**src/rtl/hiss_lvds_seq_pkg.sv**
```systemverilog
// hiss_lvds_pkg: shared constants for the HISS LVDS pad-macro sequencer.
//   - sequencer state encodings (OFF..DOWN), also visible on seq_state
//   - lane_cfg / lane-enable bit positions
//   - default settle times
//   - pad_en_t: the registered pad-enable bundle and its per-state decode
package hiss_lvds_pkg;

  localparam logic [2:0] ST_OFF    = 3'd0;
  localparam logic [2:0] ST_BIAS   = 3'd1;
  localparam logic [2:0] ST_REPLI  = 3'd2;
  localparam logic [2:0] ST_CLKUP  = 3'd3;
  localparam logic [2:0] ST_ACTIVE = 3'd4;
  localparam logic [2:0] ST_DRAIN  = 3'd5;
  localparam logic [2:0] ST_DOWN   = 3'd6;

  localparam int NUM_LANES = 4;
  localparam int RXI = 0;
  localparam int RXQ = 1;
  localparam int TXI = 2;
  localparam int TXQ = 3;

  localparam int BIAS_CYC_DEF  = 16;
  localparam int REPLI_CYC_DEF = 8;
  localparam int CLK_CYC_DEF   = 4;
  localparam int DRAIN_CYC_DEF = 4;
  localparam int CNT_W_DEF     = 8;

  typedef struct packed {
    logic                 biasen;
    logic                 replien;
    logic                 clken;
    logic [NUM_LANES-1:0] lane;
    logic                 link_ready;
  } pad_en_t;

  // Enables that must be on the pins while in state st. Lanes only pass
  // through in ACTIVE, so the bias->replica->clock->lane nesting holds by
  // construction for every state.
  function automatic pad_en_t pad_decode(input logic [2:0] st,
                                         input logic [NUM_LANES-1:0] cfg);
    pad_en_t p;
    p            = '0;
    p.biasen     = (st != ST_OFF) && (st <= ST_DOWN);
    p.replien    = (st >= ST_REPLI) && (st <= ST_DRAIN);
    p.clken      = (st >= ST_CLKUP) && (st <= ST_DRAIN);
    p.lane       = (st == ST_ACTIVE) ? cfg : '0;
    p.link_ready = (st == ST_ACTIVE);
    return p;
  endfunction

endpackage

```
**src/rtl/hiss_lvds_seq_if.sv**
```systemverilog
// hiss_lvds_if: request side and pad side of the LVDS sequencer.
//   master : power-request owner (drives pwr_req, lane_cfg; observes pads)
//   slave  : the sequencer (drives macro enables, link_ready, seq_state)
interface hiss_lvds_if;
  import hiss_lvds_pkg::*;

  logic                 pwr_req;
  logic [NUM_LANES-1:0] lane_cfg;     // {txq, txi, rxq, rxi}
  logic                 hiss_biasen;
  logic                 hiss_replien;
  logic                 hiss_clken;
  logic                 hiss_rxien;
  logic                 hiss_rxqen;
  logic                 hiss_txien;
  logic                 hiss_txqen;
  logic                 link_ready;
  logic [2:0]           seq_state;

  modport master (
    output pwr_req, lane_cfg,
    input  hiss_biasen, hiss_replien, hiss_clken,
           hiss_rxien, hiss_rxqen, hiss_txien, hiss_txqen,
           link_ready, seq_state
  );

  modport slave (
    input  pwr_req, lane_cfg,
    output hiss_biasen, hiss_replien, hiss_clken,
           hiss_rxien, hiss_rxqen, hiss_txien, hiss_txqen,
           link_ready, seq_state
  );
endinterface

```
**src/rtl/hiss_settle_cnt.sv**
```systemverilog
// hiss_settle_cnt: clearable up-counter with terminal-count compare.
//   clk, rst : clock, synchronous active-high reset
//   clr      : restart from 0 on the next edge (state change)
//   tc_val   : terminal count for the current state
//   done     : cnt == tc_val
// The counter holds at tc_val instead of running on, so it never wraps in
// states that wait on pwr_req rather than on time.
module hiss_settle_cnt #(
  parameter int CNT_W = 8
) (
  input  logic             clk,
  input  logic             rst,
  input  logic             clr,
  input  logic [CNT_W-1:0] tc_val,
  output logic             done
);
  logic [CNT_W-1:0] cnt;

  assign done = (cnt == tc_val);

  always_ff @(posedge clk) begin
    if (rst || clr) cnt <= '0;
    else if (!done) cnt <= cnt + 1'b1;
  end
endmodule

```
**src/rtl/hiss_lvds_seq.sv**
```systemverilog
// hiss_lvds_seq: power-up/power-down sequencer for the HISS LVDS pad macro.
//   clk, rst : free-running clock, synchronous active-high reset
//   bus      : hiss_lvds_if.slave
//     pwr_req      level request, 1 = link up
//     lane_cfg     {txq, txi, rxq, rxi} lane mask, followed only in ACTIVE
//     hiss_*en     macro bias / replica / clock / lane enables (registered)
//     link_ready   1 only in ACTIVE
//     seq_state    current state encoding
// Up:   OFF -> BIAS -> REPLI -> CLKUP -> ACTIVE, each step timed.
// Down: ACTIVE -> DRAIN -> DOWN -> OFF; an abort during power-up goes
//       straight to DOWN since no lane was ever enabled.
module hiss_lvds_seq
  import hiss_lvds_pkg::*;
#(
  parameter int BIAS_CYC  = BIAS_CYC_DEF,
  parameter int REPLI_CYC = REPLI_CYC_DEF,
  parameter int CLK_CYC   = CLK_CYC_DEF,
  parameter int DRAIN_CYC = DRAIN_CYC_DEF,
  parameter int CNT_W     = CNT_W_DEF
) (
  input  logic        clk,
  input  logic        rst,
  hiss_lvds_if.slave  bus
);
  logic [2:0]       state, nxt;
  logic [CNT_W-1:0] tc_val;
  logic             done;
  pad_en_t          pad_q;

  always_comb begin
    tc_val = '0;
    case (state)
      ST_BIAS:  tc_val = CNT_W'(BIAS_CYC - 1);
      ST_REPLI: tc_val = CNT_W'(REPLI_CYC - 1);
      ST_CLKUP: tc_val = CNT_W'(CLK_CYC - 1);
      ST_DRAIN: tc_val = CNT_W'(DRAIN_CYC - 1);
      default:  tc_val = '0;
    endcase
  end

  // Dropping pwr_req during power-up wins over the settle count.
  always_comb begin
    nxt = state;
    case (state)
      ST_OFF:    if (bus.pwr_req) nxt = ST_BIAS;
      ST_BIAS:   if (!bus.pwr_req) nxt = ST_DOWN;
                 else if (done)    nxt = ST_REPLI;
      ST_REPLI:  if (!bus.pwr_req) nxt = ST_DOWN;
                 else if (done)    nxt = ST_CLKUP;
      ST_CLKUP:  if (!bus.pwr_req) nxt = ST_DOWN;
                 else if (done)    nxt = ST_ACTIVE;
      ST_ACTIVE: if (!bus.pwr_req) nxt = ST_DRAIN;
      ST_DRAIN:  if (done) nxt = ST_DOWN;
      ST_DOWN:   nxt = ST_OFF;
      default:   nxt = ST_OFF;
    endcase
  end

  hiss_settle_cnt #(.CNT_W(CNT_W)) u_settle_cnt (
    .clk    (clk),
    .rst    (rst),
    .clr    (nxt != state),
    .tc_val (tc_val),
    .done   (done)
  );

  // Pad enables are registered from the next state so they change on the
  // same edge as seq_state; lane_cfg thus reaches the pins one edge after
  // it is presented.
  always_ff @(posedge clk) begin
    if (rst) begin
      state <= ST_OFF;
      pad_q <= '0;
    end else begin
      state <= nxt;
      pad_q <= pad_decode(nxt, bus.lane_cfg);
    end
  end

  assign bus.hiss_biasen  = pad_q.biasen;
  assign bus.hiss_replien = pad_q.replien;
  assign bus.hiss_clken   = pad_q.clken;
  assign bus.hiss_rxien   = pad_q.lane[RXI];
  assign bus.hiss_rxqen   = pad_q.lane[RXQ];
  assign bus.hiss_txien   = pad_q.lane[TXI];
  assign bus.hiss_txqen   = pad_q.lane[TXQ];
  assign bus.link_ready   = pad_q.link_ready;
  assign bus.seq_state    = state;
endmodule

```
**src/flat_wrapper.sv**
```systemverilog
// flat-port wrapper written by rule: the top's interface ports become plain ports
module hiss_lvds_seq_flat import hiss_lvds_pkg::*;
#(
  parameter int BIAS_CYC  = BIAS_CYC_DEF,
  parameter int REPLI_CYC = REPLI_CYC_DEF,
  parameter int CLK_CYC   = CLK_CYC_DEF,
  parameter int DRAIN_CYC = DRAIN_CYC_DEF,
  parameter int CNT_W     = CNT_W_DEF
)
  (clk, rst, bus_pwr_req, bus_lane_cfg, bus_hiss_biasen, bus_hiss_replien, bus_hiss_clken, bus_hiss_rxien, bus_hiss_rxqen, bus_hiss_txien, bus_hiss_txqen, bus_link_ready, bus_seq_state);
  hiss_lvds_if bus_i ();
  input  logic clk;
  input  logic rst;
  input wire logic [$bits(bus_i.pwr_req)-1:0] bus_pwr_req;
  input wire logic [$bits(bus_i.lane_cfg)-1:0] bus_lane_cfg;
  output wire logic [$bits(bus_i.hiss_biasen)-1:0] bus_hiss_biasen;
  output wire logic [$bits(bus_i.hiss_replien)-1:0] bus_hiss_replien;
  output wire logic [$bits(bus_i.hiss_clken)-1:0] bus_hiss_clken;
  output wire logic [$bits(bus_i.hiss_rxien)-1:0] bus_hiss_rxien;
  output wire logic [$bits(bus_i.hiss_rxqen)-1:0] bus_hiss_rxqen;
  output wire logic [$bits(bus_i.hiss_txien)-1:0] bus_hiss_txien;
  output wire logic [$bits(bus_i.hiss_txqen)-1:0] bus_hiss_txqen;
  output wire logic [$bits(bus_i.link_ready)-1:0] bus_link_ready;
  output wire logic [$bits(bus_i.seq_state)-1:0] bus_seq_state;
  assign bus_i.pwr_req = bus_pwr_req;
  assign bus_i.lane_cfg = bus_lane_cfg;
  assign bus_hiss_biasen = bus_i.hiss_biasen;
  assign bus_hiss_replien = bus_i.hiss_replien;
  assign bus_hiss_clken = bus_i.hiss_clken;
  assign bus_hiss_rxien = bus_i.hiss_rxien;
  assign bus_hiss_rxqen = bus_i.hiss_rxqen;
  assign bus_hiss_txien = bus_i.hiss_txien;
  assign bus_hiss_txqen = bus_i.hiss_txqen;
  assign bus_link_ready = bus_i.link_ready;
  assign bus_seq_state = bus_i.seq_state;
  hiss_lvds_seq #(.BIAS_CYC(BIAS_CYC), .REPLI_CYC(REPLI_CYC), .CLK_CYC(CLK_CYC), .DRAIN_CYC(DRAIN_CYC), .CNT_W(CNT_W)) u_core (.clk(clk), .rst(rst), .bus(bus_i));
endmodule
```
**config.mk**
```make
export PLATFORM = sky130hd
export DESIGN_NAME = hiss_lvds_seq_flat
export DESIGN_NICKNAME = d
export VERILOG_FILES = /design/src/rtl/hiss_lvds_seq_pkg.sv /design/src/rtl/hiss_lvds_seq_if.sv /design/src/rtl/hiss_settle_cnt.sv /design/src/rtl/hiss_lvds_seq.sv /design/src/flat_wrapper.sv
export SDC_FILE = /design/constraint.sdc
export NUM_CORES = 1
export LEC_CHECK = 0
export BUFFER_PORTS_ARGS = -buffer_cell sky130_fd_sc_hd__buf_4
export CAP_MARGIN = 20
export CORE_AREA = 2 2 59 61
export CTS_CLUSTER_SIZE = 12
export DETAILED_ROUTE_END_ITERATION = 8
export DIE_AREA = 0 0 61 63
export PLACE_DENSITY = 0.66
export SYNTH_ARGS = -nofsm -noshare
export SYNTH_HDL_FRONTEND = slang
export SYNTH_SLANG_ARGS = --single-unit
```
**constraint.sdc**
```tcl
create_clock -name clk -period 1.9 [get_ports clk]
set_input_delay 0.38 -clock clk [delete_from_list [all_inputs] [get_ports clk]]
set_output_delay 0.38 -clock clk [all_outputs]
set_load 0.03 [all_outputs]
```
Word-level counts from Yosys, hierarchy flattened
Index checks and enable logic that the tools add are counted.

storage, ports and cells
  bits in registers = 19
  latch bits = 0
  memory bits (writable) = 0
  ROM bits = 0
  input bits = 7
  memories kept = 0

operators by class
  add/sub/neg operators = 1
  $mul = 0
  divide/modulo/power cells = 0
  magnitude comparators = 4
  eq/ne operators = 8
  shifts and indexed selects = 0
  mux-type cells = 11
  bitwise operators = 1
  reductions and logical operators = 8

operator list
  kind                                                 number
  2-to-1 mux 3 bit                                     9
  case mux 3 bit (6 select lines)                      1
  case mux 4 bit (3 select lines)                      1
  == test 3 bit, second input constant                 3
  adder 8 x 1 -> 8 bit, second input constant          1
  == test 8 x 4 -> 1 bit                               1
  == test 3 x 2 -> 1 bit, second input constant        2
  >= comparator 3 x 2 -> 1 bit, second input constant  2
  <= comparator 3 bit, second input constant           2
  OR reduction 2 bit                                   2
  == test 3 x 1 -> 1 bit, second input constant        1
  logical AND 1 bit                                    3
  logical NOT 3 bit                                    1
  != test 3 bit                                        1
  nonzero test 3 bit                                   1
  logical OR 1 bit                                     1
  inverter 1 bit                                       1

Logic depth before layout (Yosys ltp)
  word-level depth = 10
  depth in mapped cells = 6
  depth with buffers taken out = 5

Cells and area by module
A second synthesis with hierarchy kept.

second synthesis, totals
  cells, all modules = 116
  area total of the unflattened synthesis = 1,032.2 um^2

modules (own cells, without submodules)
  module           times used  cells each  area each (um^2)  sequential area each (um^2)
  hiss_settle_cnt  1           63          554.3             160.2
  hiss_lvds_seq    1           53          478.0             220.2

Worst setup path before layout
OpenSTA, ideal clock, no wires.

  kind = register to register
  start point = register u_core.state[0] (netlist: u_core.bus.seq_state[0])
  end point = register u_core.pad_q, in the netlist u_core.bus.hiss_clken
  library setup time = 0.075 ns
  arrival time = 2.091 ns
  required time = 1.825 ns
  slack = -0.265 ns
  cell stages (with the launch flop) = 7
  period minus slack after synthesis = 2.165 ns
  path through = dfxtp_1 -> buf_4 -> or3b_4 -> a221oi_2 -> o31ai_2 -> or4_4 -> o211ai_2

between the ends
  longest elaborated chain between the ends = 9
  elaborated cells between the ends (all ways) = 22
  classes of those cells = 2 x order compare; 6 x eq/ne; 11 x mux; 3 x reduce/logical

ends and longest elaborated chain
  element                                                                     line                                                           source
  from (decl)                                                                 hiss_lvds_seq.sv:25                                            logic [2:0] state, nxt;
  from (signal assigned)                                                      hiss_lvds_seq.sv:75                                            state <= nxt;
  == test 3 x 2 -> 1 bit / == test 3 bit (equally long branches)              hiss_lvds_seq.sv:32, hiss_lvds_seq.sv:44
  OR reduction 2 bit (no line)                                                --
  case mux 4 bit (3 select lines)                                             hiss_lvds_seq.sv:32                                            case (state)
  == test 8 x 4 -> 1 bit                                                      hiss_settle_cnt.sv:19                                          assign done = (cnt == tc_val);
  2-to-1 mux 3 bit (on tied branches)                                         hiss_lvds_seq.sv:51, hiss_lvds_seq.sv:47, hiss_lvds_seq.sv:49
  2-to-1 mux 3 bit (on tied branches)                                         hiss_lvds_seq.sv:50, hiss_lvds_seq.sv:46, hiss_lvds_seq.sv:48
  case mux 3 bit (6 select lines) (*)                                         hiss_lvds_seq.sv:44                                            case (state)
  >= comparator 3 x 2 -> 1 bit / <= comparator 3 bit (equally long branches)  hiss_lvds_seq_pkg.sv:45                                        p.clken = (st >= ST_CLKUP) && (st <= ST_DRAIN);
  logical AND 1 bit (*)                                                       hiss_lvds_seq_pkg.sv:45
  to (signal assigned)                                                        hiss_lvds_seq.sv:76                                            pad_q <= pad_decode(nxt, bus.lane_cfg);
  to (decl)                                                                   hiss_lvds_seq.sv:28                                            pad_en_t pad_q;

Mark *: on every way between the ends. The rest lies on a longest branch, timed or not.
A chain may end at the register's enable or synchronous reset.

Worst setup path after layout
Ends and elaborated chain as after synthesis.

==> results by stage <==
Run status:
- The run finished with clean final reports.

Timing:
- Across the routed clock network, the largest skew measured is around 0.0086 ns.
- Timing would allow up to about 530 MHz.
- The transition time of the tightest slew-check pin is around 0.45 ns.
- In this run the tightest slew margin relative to its limit is 70.1%.
- The shortest period the worst path allows is ~1.9 ns.
- The final critical path takes up between 90 and 100% of the cycle.
- Hold timing on the final database bottoms out at a slack of 0.301 ns.
- Setup repair after global routing could not meet its margin everywhere.
- The number of failing hold endpoints at the final stage is 0.
- The number of pins exceeding their max-slew limit in the final report came to 0.
- Setup violations remaining at the end of the flow were counted as 0.

Floorplan:
- The core area is about 0.0032 mm².
- The total die area is between 0.003 and 0.004 mm².
- 18 I/O pins were placed.
- In this run the vertical extent of the chip is approximately 63 µm.
- The starting density of the core is around 33%.
- The number of cell rows is 21.
- The die width is between 60 and 70 µm.

Place:
- The number of I/O port buffers is 17.
- Routability-driven placement finished with a final weighted congestion of roughly 0.89.
- The area after detailed placement is 0.00132 mm².
- The half-perimeter wire length of the detailed placement result is between 1500 and 2000 µm.

Critical path:
- The worst setup path is launched from a flop.
- In this run the worst path has a maximum fanout of 8.
- The critical path class is reg2reg.
- STA classifies the critical path endpoint as a flop.
- For the worst setup path, the data required time is between 2 and 2.5 ns.
- The data arrival time at the worst-slack endpoint is 2.13 ns.

Clocking:
- Clock tree synthesis inserted a total of 3 buffers.
- CTS built an H-tree with a depth of 1.
- Clock-pin slew was measured on the worst setup and hold paths at about 0.12 ns.
- The total number of clock tree sinks is 19.
- The later-pin clock latency in the skew report is approximately 0.32 ns.
- The cell chosen for the clock root is clkbuf_4.
- TritonCTS built the clock tree.
- Counting along the longest clock path gives a buffer depth of 2.

Cells and area:
- The area growth from synthesis to layout is 28.6%.
- At the end of the flow, the number of nets in the layout was between 150 and 200.
- After routing the design area is 0.00138 mm².
- Cells with a size suffix above 1 make up about 30% of the layout.
- The antenna diode instance count is 0.
- For this run, the share of the core covered by cells in the final layout is 42.7%.
- The count of fill cells added during filler insertion is 328.

Global route:
- The total overflow left after global routing is 0.
- The first-pass GRT wire length is 3920 µm.
- The via count of the first global-routing pass was just over 900.
- Entering global routing, the biggest net connects 13 pins.
- The number of antenna violations at the first check in global routing is 0.
- Global routing used 13.2% of the available tracks across all layers.

Yosys:
- The cell taking the most area after synthesis is dfxtp_1.
- After synthesis the cells add up to between 0.001 and 0.0015 mm².
- The most common flop cell mapped by yosys is dfxtp_1.
- Sorting the synthesized cells by how often they occur yields 19 x dfxtp_1, 17 x nor2_1, 8 x nand2_1.
- The synthesized design contains 0 enable-type register cells.
- The synthesized design contains 19 register bits.
- Of all flip-flops after synthesis, the portion carrying an async set or reset was 0%.
- The top cell type by area accounts for between 30% and 40% of the synthesized area.
- In the post-synthesis netlist, the biggest area contributors are dfxtp_1 35%, nor2_1 6.0%, xor2_1 3.3%, nand3_1 2.8%, nor3_1 2.8%.
- The share of synthesized area occupied by flip-flops and latches is roughly 35%.
- The instance count of the mapped netlist is approximately 130.
- The most numerous cell in the Yosys netlist is dfxtp_1.
- A synthesized cell averages roughly 8.3 µm².
- The distinct cell type count of the synthesized netlist is 43.
- When the netlist entered floorplanning its net count stood at 137.
- The synthesis warning total is 0.

Pwr:
- The total power is just over 2000 µW.
- For this design the ratio of total power to cell area is 1480 mW/mm².
- The static leakage power is 0.000542 µW.
- The peak ir drop on the vdd network is around 0.45 mV.

Route:
- The count of TritonRoute iterations in the first routing pass is 4.
- The number of antenna-violating nets in the routed design is 0.
- The via count is about 1000.
- After detailed routing, the number of vias per cell comes to between 5 and 6.
- The detailed router finished its first iteration with 38 violations.
- The final wirelength is approximately 2500 µm.
- The DRC violation count after routing is 0.
- The average wire per cell in the routed design is roughly 12 µm.

Flow run:
- The number of violations of the max-capacitance limit is 0.

Min path:
- The min-delay analysis places its worst path in the category in2reg.
-- layer usage --
metal,GRT usage (%),wire (µm),up-vias
met5,0,0,-
met4,5.71,44,0
met3,4.76,204,5
met2,18.1,1170,45
met1,18.2,1080,459
li1,-,-,517
-- path summary, 6_finish.rpt --
check	start	endpoint	slack (ns)	cells after the start
setup / recovery	u_core.bus.seq_state[0]	u_core.bus.hiss_clken	0.02	5
hold / removal	rst	u_core.bus.seq_state[0]	0.30	2
setup reg to reg	u_core.bus.seq_state[0]	u_core.bus.hiss_clken	0.02	5
hold reg to reg	u_core.u_settle_cnt.cnt[7]	u_core.u_settle_cnt.cnt[7]	0.55	2
-- area by class of cell --
| cell class | instances | area [µm²] | share of cell area [%] |
|---|---|---|---|
| multi-input combinational | 98 | 672 | 48.7 |
| inverter | 5 | 18.8 | 1.36 |
| timing repair buffer | 29 | 218 | 15.8 |
| sequential | 19 | 385 | 27.9 |
| clock inverter | 1 | 5.00 | 0.363 |
| clock buffer | 3 | 22.5 | 1.63 |
| tap | 46 | 57.6 | 4.17 |
-- power by group --
group	internal, µW	switching, µW
registers	480	67.2
clock network	78.9	141
logic	546	722
-- sequential cells by signal, indices dropped and copies added (netlist names) --
| signal | cells |
|---|---|
| u_core.u_settle_cnt.cnt | 8 |
| u_core.bus.seq_state | 3 |
| u_core.bus.hiss_biasen | 1 |
| u_core.bus.hiss_clken | 1 |
| u_core.bus.hiss_replien | 1 |
| u_core.bus.hiss_rxien | 1 |
| u_core.bus.hiss_rxqen | 1 |
| u_core.bus.hiss_txien | 1 |
| u_core.bus.hiss_txqen | 1 |
| u_core.bus.link_ready | 1 |
-- what timing repair did --
action                                  4_1_cts  5_1_grt
endpoints found under the setup margin        0       12
hold buffers                                  0        0
gates resized for setup                       0        5
buffers inserted                              0        2
-- critical path, cell delays in order, from the launching register on --
cell and delay, ns:
dfxtp_4 0.42, or3b_4 0.42, a221oi_2 0.27, o31ai_2 0.14, or4_4 0.49, o211ai_2 0.07
-- per-stage QoR --
step	cells	TNS (ns)	setup WS [ns]
6_report	201	0	0.0244
3_3_place_gp	195	0	0.0476
4_1_cts	199	0	0.0121
5_1_grt	201	-0.0297	-0.0195
2_1_floorplan	129	-0.0372	-0.0372
3_5_place_dp	195	0	0.0325
-- cells by family (layout without fill, tap and decap cells) --
group	Yosys count	count (layout)	synth area share, %
XOR/XNOR	7	7	5.72
multiplexers	2	2	1.87
AO/OA/AOI/OAI	30	30	20.9
flip-flops	19	19	35.5
buffers and inverters	12	38	4.55
AND/OR/NAND/NOR	58	58	30.3
adder cells (fa/ha/maj)	1	1	1.17
-- placed cells by master, fill, tap and decap left out, types with 2 or more instances in the layout --
cell type	instances
a211oi_1	2
a21o_1	3
a21oi_1	5
and2_1	2
buf_4	29
clkbuf_4	3
dfxtp_1	17
inv_1	5
nand2_1	8
nand2b_1	3
nand3_1	6
nor2_1	17
nor2b_1	2
nor3_1	5
nor3b_1	4
o21a_1	2
o21ai_0	4
or2b_1	2
or4_4	2
xnor2_1	3
xor2_1	4
(Power assumes the default switching activity.)
